===== src/rtl/vram_scan_arbiter.sv =====
// vram_scan_arbiter: shares one single-port synchronous video RAM between the
// display scan (absolute priority in the visible area) and a pixel-writer
// client whose requests are queued and drained only during blanking.
// Ports:
//   clk, reset                 clock, asynchronous active-low reset
//   offDisplay_H/V             blanking flags from the HSYNC/VSYNC timing FSMs
//   HPIXEL, VPIXEL             current scan column / row
//   wr_valid/ready/addr/data   writer request interface (FIFO push side)
//   mem_en/we/addr/wdata/rdata single-port RAM interface (1-cycle read latency)
//   pixel_rgb, pixel_valid     registered pixel to the DAC
//   fifo_level                 write FIFO occupancy
//   wr_drop                    sticky flag: an out-of-range write was discarded
module vram_scan_arbiter #(
  parameter int unsigned ADDR_W     = 14,
  parameter int unsigned DATA_W     = 3,
  parameter int unsigned FIFO_DEPTH = 4,
  parameter int unsigned V_MAX      = 95
) (
  input  logic                               clk,
  input  logic                               reset,
  input  logic                               offDisplay_H,
  input  logic                               offDisplay_V,
  input  logic [6:0]                         HPIXEL,
  input  logic [6:0]                         VPIXEL,
  input  logic                               wr_valid,
  output logic                               wr_ready,
  input  logic [ADDR_W-1:0]                  wr_addr,
  input  logic [DATA_W-1:0]                  wr_data,
  output logic                               mem_en,
  output logic                               mem_we,
  output logic [ADDR_W-1:0]                  mem_addr,
  output logic [DATA_W-1:0]                  mem_wdata,
  input  logic [DATA_W-1:0]                  mem_rdata,
  output logic [DATA_W-1:0]                  pixel_rgb,
  output logic                               pixel_valid,
  output logic [$clog2(FIFO_DEPTH+1)-1:0]    fifo_level,
  output logic                               wr_drop
);

  localparam int unsigned LVL_W = $clog2(FIFO_DEPTH + 1);
  localparam int unsigned PTR_W = $clog2(FIFO_DEPTH);
  localparam int unsigned ROW_W = ADDR_W - 7;

  typedef struct packed {
    logic [ADDR_W-1:0] addr;
    logic [DATA_W-1:0] data;
  } wr_req_t;

  typedef enum logic [1:0] {S_BLANK, S_WRITE, S_DISP} state_t;

  state_t             state;
  wr_req_t            fifo_mem [FIFO_DEPTH];
  logic [PTR_W-1:0]   wr_ptr;
  logic [PTR_W-1:0]   rd_ptr;
  logic               rd_s0;
  logic               rd_s1;

  logic               active_c;
  logic               push_c;
  logic               pop_c;
  logic               head_ok_c;
  wr_req_t            head_c;
  logic [LVL_W-1:0]   level_nxt_c;

  // Arbitration decode: display wins, writes drain only when not active.
  always_comb begin
    active_c    = ~offDisplay_H & ~offDisplay_V;
    push_c      = wr_valid & wr_ready;
    pop_c       = ~active_c & (fifo_level != '0);
    head_c      = fifo_mem[rd_ptr];
    head_ok_c   = head_c.addr[ADDR_W-1:7] <= ROW_W'(V_MAX);
    level_nxt_c = fifo_level + LVL_W'(push_c) - LVL_W'(pop_c);
  end

  // FIFO storage; no reset needed since level gates every read.
  always_ff @(posedge clk) begin
    if (push_c) fifo_mem[wr_ptr] <= '{addr: wr_addr, data: wr_data};
  end

  // Control state, FIFO bookkeeping, RAM port and pixel pipeline.
  always_ff @(posedge clk or negedge reset) begin
    if (!reset) begin
      state       <= S_BLANK;
      wr_ptr      <= '0;
      rd_ptr      <= '0;
      fifo_level  <= '0;
      wr_ready    <= 1'b1;
      mem_en      <= 1'b0;
      mem_we      <= 1'b0;
      mem_addr    <= '0;
      mem_wdata   <= '0;
      rd_s0       <= 1'b0;
      rd_s1       <= 1'b0;
      pixel_rgb   <= '0;
      pixel_valid <= 1'b0;
      wr_drop     <= 1'b0;
    end else begin
      if (active_c) begin
        state <= S_DISP;
      end else begin
        case (state)
          S_DISP:  state <= S_BLANK;
          S_BLANK: state <= (fifo_level != '0) ? S_WRITE : S_BLANK;
          S_WRITE: state <= (level_nxt_c != '0) ? S_WRITE : S_BLANK;
          default: state <= S_BLANK;
        endcase
      end

      if (push_c) wr_ptr <= wr_ptr + PTR_W'(1);
      if (pop_c)  rd_ptr <= rd_ptr + PTR_W'(1);
      fifo_level <= level_nxt_c;
      wr_ready   <= level_nxt_c < LVL_W'(FIFO_DEPTH);

      mem_en <= 1'b0;
      mem_we <= 1'b0;
      if (active_c) begin
        mem_en   <= 1'b1;
        mem_addr <= ADDR_W'({VPIXEL, HPIXEL});
      end else if (pop_c) begin
        if (head_ok_c) begin
          mem_en    <= 1'b1;
          mem_we    <= 1'b1;
          mem_addr  <= head_c.addr;
          mem_wdata <= head_c.data;
        end else begin
          wr_drop <= 1'b1;
        end
      end

      // Read issued at edge N returns data captured here at N+2.
      rd_s0       <= active_c;
      rd_s1       <= rd_s0;
      pixel_valid <= rd_s1;
      pixel_rgb   <= rd_s1 ? mem_rdata : '0;
    end
  end

endmodule


===== config.mk =====
export PLATFORM = sky130hd
export DESIGN_NAME = vram_scan_arbiter
export DESIGN_NICKNAME = d
export VERILOG_FILES = /design/src/rtl/vram_scan_arbiter.sv
export SDC_FILE = /design/constraint.sdc
export NUM_CORES = 1
export LEC_CHECK = 0
export CAP_MARGIN = 20
export CORE_ASPECT_RATIO = 0.8
export CORE_MARGIN = 3
export CORE_UTILIZATION = 40
export CTS_CLUSTER_DIAMETER = 150
export CTS_CLUSTER_SIZE = 24
export DETAILED_ROUTE_END_ITERATION = 6
export GPL_ROUTABILITY_DRIVEN = 0
export PLACE_DENSITY = 0.61
export REMOVE_ABC_BUFFERS = 1
export SLEW_MARGIN = 5
export SYNTH_ARGS = -nofsm -noshare
export SYNTH_HDL_FRONTEND = slang
export SYNTH_SLANG_ARGS = --single-unit
export TNS_END_PERCENT = 50

===== constraint.sdc =====
create_clock -name clk -period 4.1 [get_ports clk]
set_input_delay 0.41 -clock clk [delete_from_list [all_inputs] [get_ports clk]]
set_output_delay 0.41 -clock clk [all_outputs]
set_load 0.005 [all_outputs]

# Word-level counts from Yosys, hierarchy flattened
# Memories as Yosys holds them, arrays and structs flattened.
# Index checks and enable logic that the tools add are counted.
totals:
  register_bits: 34
  ram_bits: 68
  in_bits: 39
  mem_count: 1
classes:
  n_addsub: 4
  magnitude_cmp: 2
  mux: 10
  n_bitwise: 7
  reduce_logical: 6
mem_list:
  columns: ["name", "depth", "word_bits", "rd", "rd_ports_with_merged_regs", "write_ports", "line", "text"]
  rows:
  - ["fifo_mem", 4, 17, 1, 0, 1, "52", "wr_req_t fifo_mem [FIFO_DEPTH];"]
op_table:
  columns: ["op", "n"]
  rows:
  - ["$mux 14", 3]
  - ["$le 7x7->1 const B", 1]
  - ["$mux 1", 6]
  - ["$reduce_and 3->1", 2]
  - ["$add 2x1->2 const B", 2]
  - ["$not 1->1", 4]
  - ["$reduce_bool 2->1", 2]
  - ["$add 3x1->3", 1]
  - ["$and 1x1->1", 3]
  - ["$lt 3x3->1 const B", 1]
  - ["$mux 3", 1]
  - ["$reduce_bool 3->1", 1]
  - ["$sub 3x1->3", 1]
  - ["$reduce_and 2->1", 1]

# Depth between registers and ports, before layout
# Gate-level depths: netlist of run 1.
logic_depth:
  ltp_word: 6
  depth_mapped: 11
  mapped_depth_nobuf: 10

# Worst setup path after synthesis of run 1
# OpenSTA, ideal clock, no wires.
synth_timing:
  path_type: "register to register"
  startpoint: "register fifo_level[1]"
  endpoint: "register fifo_level[2]"
  setup_ns: 0.121
  arrival_ns: 2.265
  t_required_ns: 3.979
  path_slack_ns: 1.714
  path_stages_with_launch: 10
  synth_period_minus_slack_ns: 2.386
  cell_sequence: "dfrtp_1 > nor3_1 > nor2_1 > xnor2_1 > ha_1 > inv_1 > fa_1 > xnor2_1 > xor2_1 > inv_1"
synth_via:
  elab_chain_len: 3
  word_cells_on_any_way: 4
  classes_between: "2 x add/sub; 1 x bitwise; 1 x reduce/logical"
synth_lines:
  columns: ["element", "line", "text"]
  rows:
  - ["start, declared", "36", "output logic [$clog2(FIFO_DEPTH+1)-1:0] fifo_level,"]
  - ["start signal, assigned", "111", "fifo_level <= level_nxt_c;"]
  - ["branches (longest 2 deep; another with $add 3x1->3)", null, null]
  - ["$sub 3x1->3 (*)", "72", "level_nxt_c = fifo_level + LVL_W'(push_c) - LVL_W'(pop_c);"]
  - ["via level_nxt_c[2]", "63", "logic [LVL_W-1:0] level_nxt_c;"]
# Mark *: on every way through the listed nets, which the timed path passes.
# A chain may end at the register's enable or synchronous reset.

# Worst setup path in the final report of run 1
# Ends and elaborated chain as after synthesis.

==> results of run 1 <==
metrics by stage:
stage / area, µm² / utilization [%]
2_1_floorplan: 3910 / -
3_3_place_gp: 4750 / 50.8
3_5_place_dp: 4750 / 50.8
4_1_cts: 5030 / 53.8
5_1_grt: 5030 / 53.8
6_report: 5030 / 53.8
how the worst max path moves through the flow:
stage                                 start  cells past startpoint                      end
floorplan                      offDisplay_V                     10  fifo_level[2]$_DFF_PN0_
global placement               offDisplay_V                     12  fifo_level[2]$_DFF_PN0_
detailed placement             offDisplay_V                     11  fifo_level[2]$_DFF_PN0_
CTS                 fifo_level[1]$_DFF_PN0_                      9  fifo_level[2]$_DFF_PN0_
global route        fifo_level[1]$_DFF_PN0_                      9  fifo_level[2]$_DFF_PN0_
finish              fifo_level[1]$_DFF_PN0_                      9  fifo_level[2]$_DFF_PN0_
cell usage after synthesis:
| library cell | n |
|---|---|
| nor2_1 | 15 |
| a21oi_2 | 13 |
| clkbuf_1 | 2 |
| clkinv_1 | 1 |
| dfstp_2 | 1 |
| a21o_1 | 1 |
| o21ai_0 | 2 |
| o22ai_1 | 2 |
| nand2_1 | 17 |
| xnor2_1 | 5 |
| or2_1 | 2 |
| mux4_2 | 11 |
| nor3_1 | 1 |
| buf_2 | 5 |
| a21oi_1 | 14 |
| xor2_1 | 1 |
| mux2_2 | 4 |
| mux4_1 | 6 |
| edfxtp_1 | 68 |
| fa_1 | 1 |
| buf_6 | 2 |
| a31o_2 | 1 |
| dfrtp_1 | 33 |
| ha_1 | 5 |
| and3_1 | 4 |
| inv_1 | 5 |
| and2_1 | 3 |
registers in the layout, indices dropped and copies added (netlist names), 2 cells and up:
register,count
fifo_level,3
fifo_mem,68
pixel_rgb,3
rd_ptr,2
wr_ptr,2
mem_wdata,3
mem_addr,14
layout make-up:
class,instances,area share (%)
flip-flops and latches,102,57.6
multi-input cells,108,19.7
repair buffers,69,13.5
clock buffers,9,4.48
well taps,132,3.28
clock inverters,7,1.07
inverters,6,0.448
logic make-up (layout without fill, tap and decap cells):
group | Yosys count | in the layout | synth area share (%)
compound gates | 33 | 33 | 5.62
xor+xnor | 6 | 6 | 1.33
simple gates | 42 | 42 | 4.58
buf+inv | 15 | 91 | 1.96
mux | 21 | 21 | 11.4
flops | 102 | 102 | 73.1
fa+ha+maj | 6 | 6 | 2.08
worst max-delay path: stages (launching register included):
cell     delay (ns)
dfrtp_1        0.44
nor3_1         0.68
nor2_1         0.18
xnor2_1        0.20
ha_1           0.16
inv_1          0.05
fa_1           0.37
xnor2_1        0.17
xor2_1         0.19
inv_1          0.05
report_power, final:
part | internal, W | switching [W]
clock | 0.000419 | 0.000374
sequential | 0.00136 | 0.000152
combinational | 0.000607 | 0.000516
layer usage:
layer / up-vias / track usage, % / part of all wire [%]
li1: 986 / - / -
met1: 1048 / 21.3 / 48
met2: 55 / 22.5 / 45
met3: 9 / 4.19 / 5.6
met4: 0 / 4.30 / 0.98
met5: - / 0 / 0
==> results.cfg, run 1 <==
[run_status]
status = finished clean

[placed_design]
io_buffers = 66
post-place-ws_ns = 1.33
dp_cells = 417
hpwl_um = 4920

[clock_network]
clk_pin_slew_ns = 0.07
cts_sinks = 102
ctsResizeCount = 0
root_buffer = clkbuf_16
tritoncts.num_buffers = 9
clockBufferDepth = 2
cts_tree = yes
ctsHtreeMaxLevel = 3
cts_hold_buf = 0
post-cts-setup-buffers = 0
clk_latency_ns = 0.34

[drt]
via_per_inst = 4.85
drt-initial-drc-count = 143
wl_per_cell_um = 17.8
vias = 2098
drtAntennaViolNets = 0
drc_errors = 0
wl_um = 7730
drt_pass1_iterations = 4

[power]
power.density_mw_per_mm2 = 682
power_leakage_nw = 1.83
power_w = 0.00343
peakVddDrop_v = 0.000285

[grt]
grt.total_usage_pct = 14.9
grt_pass1_vias = 2161
grt_first_pass_wirelength_um = 12000
grt_max_degree = 35
antenna_found_initial = 0
overflow = 0

[layout]
fin_cells = 433
final_cell_mix = 68 x edfxtp_1, 65 x clkdlybuf4s50_1, 33 x dfrtp_1
drive_gt1_share_pct = 16.6
area_growth_pct = 26.9
multi_input_area_um2 = 990
nFillCells = 787
diodes = 0
final_nets = 341
regArea_mm2 = 0.00289
final_common_cell = edfxtp_1

[setup_path]
cp-end-kind = flip-flop
ff2ff_path_depth = 9
crit_required_ns = 4.32
worstSetupStartpointType = flip-flop
r2r-start = fifo_level[1]$_DFF_PN0_
r2r_end = fifo_level[2]$_DFF_PN0_
critPathMaxFanout = 8
arrival_ns = 2.82
rrSetupSlack_ns = 1.51
crit_type = flip-flop to flip-flop

[logic_synthesis]
ys_seq_elements = 102
synthCells = 225
synth_area_leaders = edfxtp_1 52%, dfrtp_1 21%, mux4_2 6.3%, mux4_1 4.0%, a21oi_2 2.9%
syn_area_per_cell_um2 = 17.6
yosysTopAreaCell = edfxtp_1
netlist_area_mm2 = 0.00396
synth_cell_types = 27
yosysWarningCount = 0
synth_top_area_share_pct = 51.5
yosysSeqAreaShare_pct = 73.1

[timing]
holdWs_ns = 0.175
rsz0062_at_grt = no
finalHoldViolCount = 0
slew_viol_final = 0
setup_ws_ns = 1.51
worst_clock_skew_ns = 0.00755
finalSetupViolations = 0
worstMarginPinSlew_ns = 1.04
post-route-min-period_ns = 2.59
fmax_mhz = 386
slew_headroom_pct = 30.9
finalCritPeriodShare_pct = 63.3
final.setup.tns_ns = 0

[min_path]
min_path_type = input port to async pin

[floorplanning]
die_y_um = 95.0
ios = 67
initial_core_util_pct = 42.4
dieArea_mm2 = 0.0111
fp.coreArea_mm2 = 0.00935
die_w_um = 117
rows = 31

[run]
cap_violations = 0
Note: power is estimated with default switching activity, not from simulation.
==> run 2: changes to the inputs <==
==> constraint.sdc (replaced) <==
create_clock -name clk -period 2.54 [get_ports clk]
set_input_delay 0.254 -clock clk [delete_from_list [all_inputs] [get_ports clk]]
set_output_delay 0.254 -clock clk [all_outputs]
set_load 0.005 [all_outputs]
==> run 2 against run 1 <==
Net effect: non-clock buffer count up 9; utilization up 0.78 points; count of clock-buffer cells in the layout up 2; total power up 65%; register-to-register slack worse by 1.1 ns; cell count up 2.1%; critical path depth up 2; flip-flop and latch count unchanged; wire length up 3.6%; combinational power up 75%; largest power group unchanged; highest routed layer unchanged.
==> results.cfg, run 2 (synthesis gave the netlist of run 1 again) <==
[clock_network]
post-cts-setup-buffers = 0
tritoncts.num_buffers = 9
root_buffer = clkbuf_16
clk_latency_ns = 0.34
cts_sinks = 102
ctsResizeCount = 0
ctsHtreeMaxLevel = 3
cts_hold_buf = 0
cts_tree = yes
clk_pin_slew_ns = 0.06
clockBufferDepth = 2

[setup_path]
crit_required_ns = 2.76
arrival_ns = 2.39
crit_type = input port to flip-flop
critPathSlowestCell = clkdlybuf4s50_1
cp_num_buf_inv = 4
cp-end-kind = flip-flop
critPathTopFamily = buffers and inverters
rrSetupSlack_ns = 0.40
worstSetupStartpointType = input port
max_stage_delay_ns = 0.44
critPathMaxFanout = 3
cp_cell_sequence = clkdlybuf4s50_1 > or2_1 > clkinv_1 > nor2_1 > xnor2_1 > ha_1 > inv_1 > fa_1 > xnor2_1 > xor2_1 > inv_1

[floorplanning]
ios = 67
dieArea_mm2 = 0.0111
die_w_um = 117
rows = 31
initial_core_util_pct = 42.4
fp.coreArea_mm2 = 0.00935
die_y_um = 95.0

[timing]
finalCritPeriodShare_pct = 85.3
worstMarginPinSlew_ns = 0.851
slew_headroom_pct = 43.3
slew_viol_final = 0
finalHoldViolCount = 0
rsz0062_at_grt = no
post-route-min-period_ns = 2.17
worst_clock_skew_ns = 0.00751
finalSetupViolations = 0
holdWs_ns = 0.0226
final.setup.tns_ns = 0
fmax_mhz = 462

[power]
power.density_mw_per_mm2 = 1110
power_leakage_nw = 1.87
peakVddDrop_v = 0.000402
power_w = 0.00564

[layout]
nFillCells = 755
regArea_mm2 = 0.00289
reg_top3 = fifo_mem: 68 flops, mem_addr: 14 flops
diodes = 0
final_cell_mix = 68 x edfxtp_1, 65 x clkdlybuf4s50_1, 33 x dfrtp_1
final_nets = 350
final_area_mm2 = 0.00510
regMostFlops = fifo_mem
drive_gt1_share_pct = 18.7
area_growth_pct = 28.8
final_common_cell = edfxtp_1
largest_register_ffs = 68
multi_input_area_um2 = 990

[grt]
overflow = 0
grt.total_usage_pct = 15.6
grt_pass1_vias = 2342
grt_max_degree = 35
antenna_found_initial = 0
grt_first_pass_wirelength_um = 12800

[drt]
drt-initial-drc-count = 116
via_per_inst = 4.89
drt_pass1_iterations = 4
vias = 2162
wl_per_cell_um = 18.1
drtAntennaViolNets = 0
wl_um = 8000
drc_errors = 0

[placed_design]
placed_area_mm2 = 0.00482
io_buffers = 66
hpwl_um = 5100

[run_status]
status = finished clean

[min_path]
min_path_type = input port to async pin

[run]
cap_violations = 0
-- run 2: cell types whose count changed in the layout (fill, tap and decap cells not counted) --
cell,delta
inv_6,-2
buf_4,+9
clkinv_2,-2
clkbuf_1,+1
inv_4,+1
clkinv_4,+1
clkbuf_8,+1
-- run 2: worst register-to-register path: stages (launching register included) --
cell and delay [ns]:
dfrtp_1 0.43, nor3_1 0.31, nor2_1 0.11, xnor2_1 0.17
ha_1 0.16, inv_1 0.05, fa_1 0.37, xnor2_1 0.17
xor2_1 0.21, inv_1 0.06
-- run 2: final timing paths --
| path | startpoint | end | cells after the start |
|---|---|---|---|
| worst min register to register | rd_s0$_DFF_PN0_ | rd_s1$_DFF_PN0_ | 0 |
| worst max register to register | fifo_level[1]$_DFF_PN0_ | fifo_level[2]$_DFF_PN0_ | 9 |
| max in group asynchronous | reset | mem_addr[0]$_DFFE_PN0P_ | 1 |
| worst max-delay path | offDisplay_H | fifo_level[2]$_DFF_PN0_ | 11 |
| min in group clk | rd_s0$_DFF_PN0_ | rd_s1$_DFF_PN0_ | 0 |
| worst min-delay path | reset | fifo_level[2]$_DFF_PN0_ | 1 |
-- run 2: cell type report --
class | instances | share of cell area (%)
flip-flops and latches | 102 | 56.7
multi-input cells | 108 | 19.4
repair buffers | 78 | 14.6
clock buffers | 11 | 4.76
well taps | 132 | 3.24
clock inverters | 5 | 0.809
inverters | 6 | 0.442
-- run 2: stage by stage --
stage / worst slack [ns] / std cells / util [%]
floorplan: 0.119 / 216 / -
global placement: 0.0932 / 426 / 51.5
detailed placement: 0.0798 / 426 / 51.5
CTS: 0.386 / 442 / 54.6
global route: 0.156 / 442 / 54.6
finish: 0.374 / 442 / 54.6
-- run 2: metal layers --
layer  track usage [%]  part of all wire (%)  up-vias
met2              24.4                    46       71
met5                 0                     0        -
li1                  -                     -     1003
met3              5.14                   7.7        5
met1              21.6                    45     1083
met4              3.15                  0.75        0
-- run 2: report_power, final --
group | internal [W] | switching [W]
logic | 0.00104 | 0.000922
registers | 0.00219 | 0.000194
clock network | 0.000703 | 0.000590
==> run 3: changes to the inputs <==
--- a/config.mk
+++ b/config.mk
@@ -12,7 +12,6 @@
 export CTS_CLUSTER_DIAMETER = 150
 export CTS_CLUSTER_SIZE = 24
 export DETAILED_ROUTE_END_ITERATION = 6
-export GPL_ROUTABILITY_DRIVEN = 0
 export PLACE_DENSITY = 0.61
 export REMOVE_ABC_BUFFERS = 1
 export SLEW_MARGIN = 5
==> results of run 3 <==
The final DEF is identical to that of run 2; final timing and power are the same.
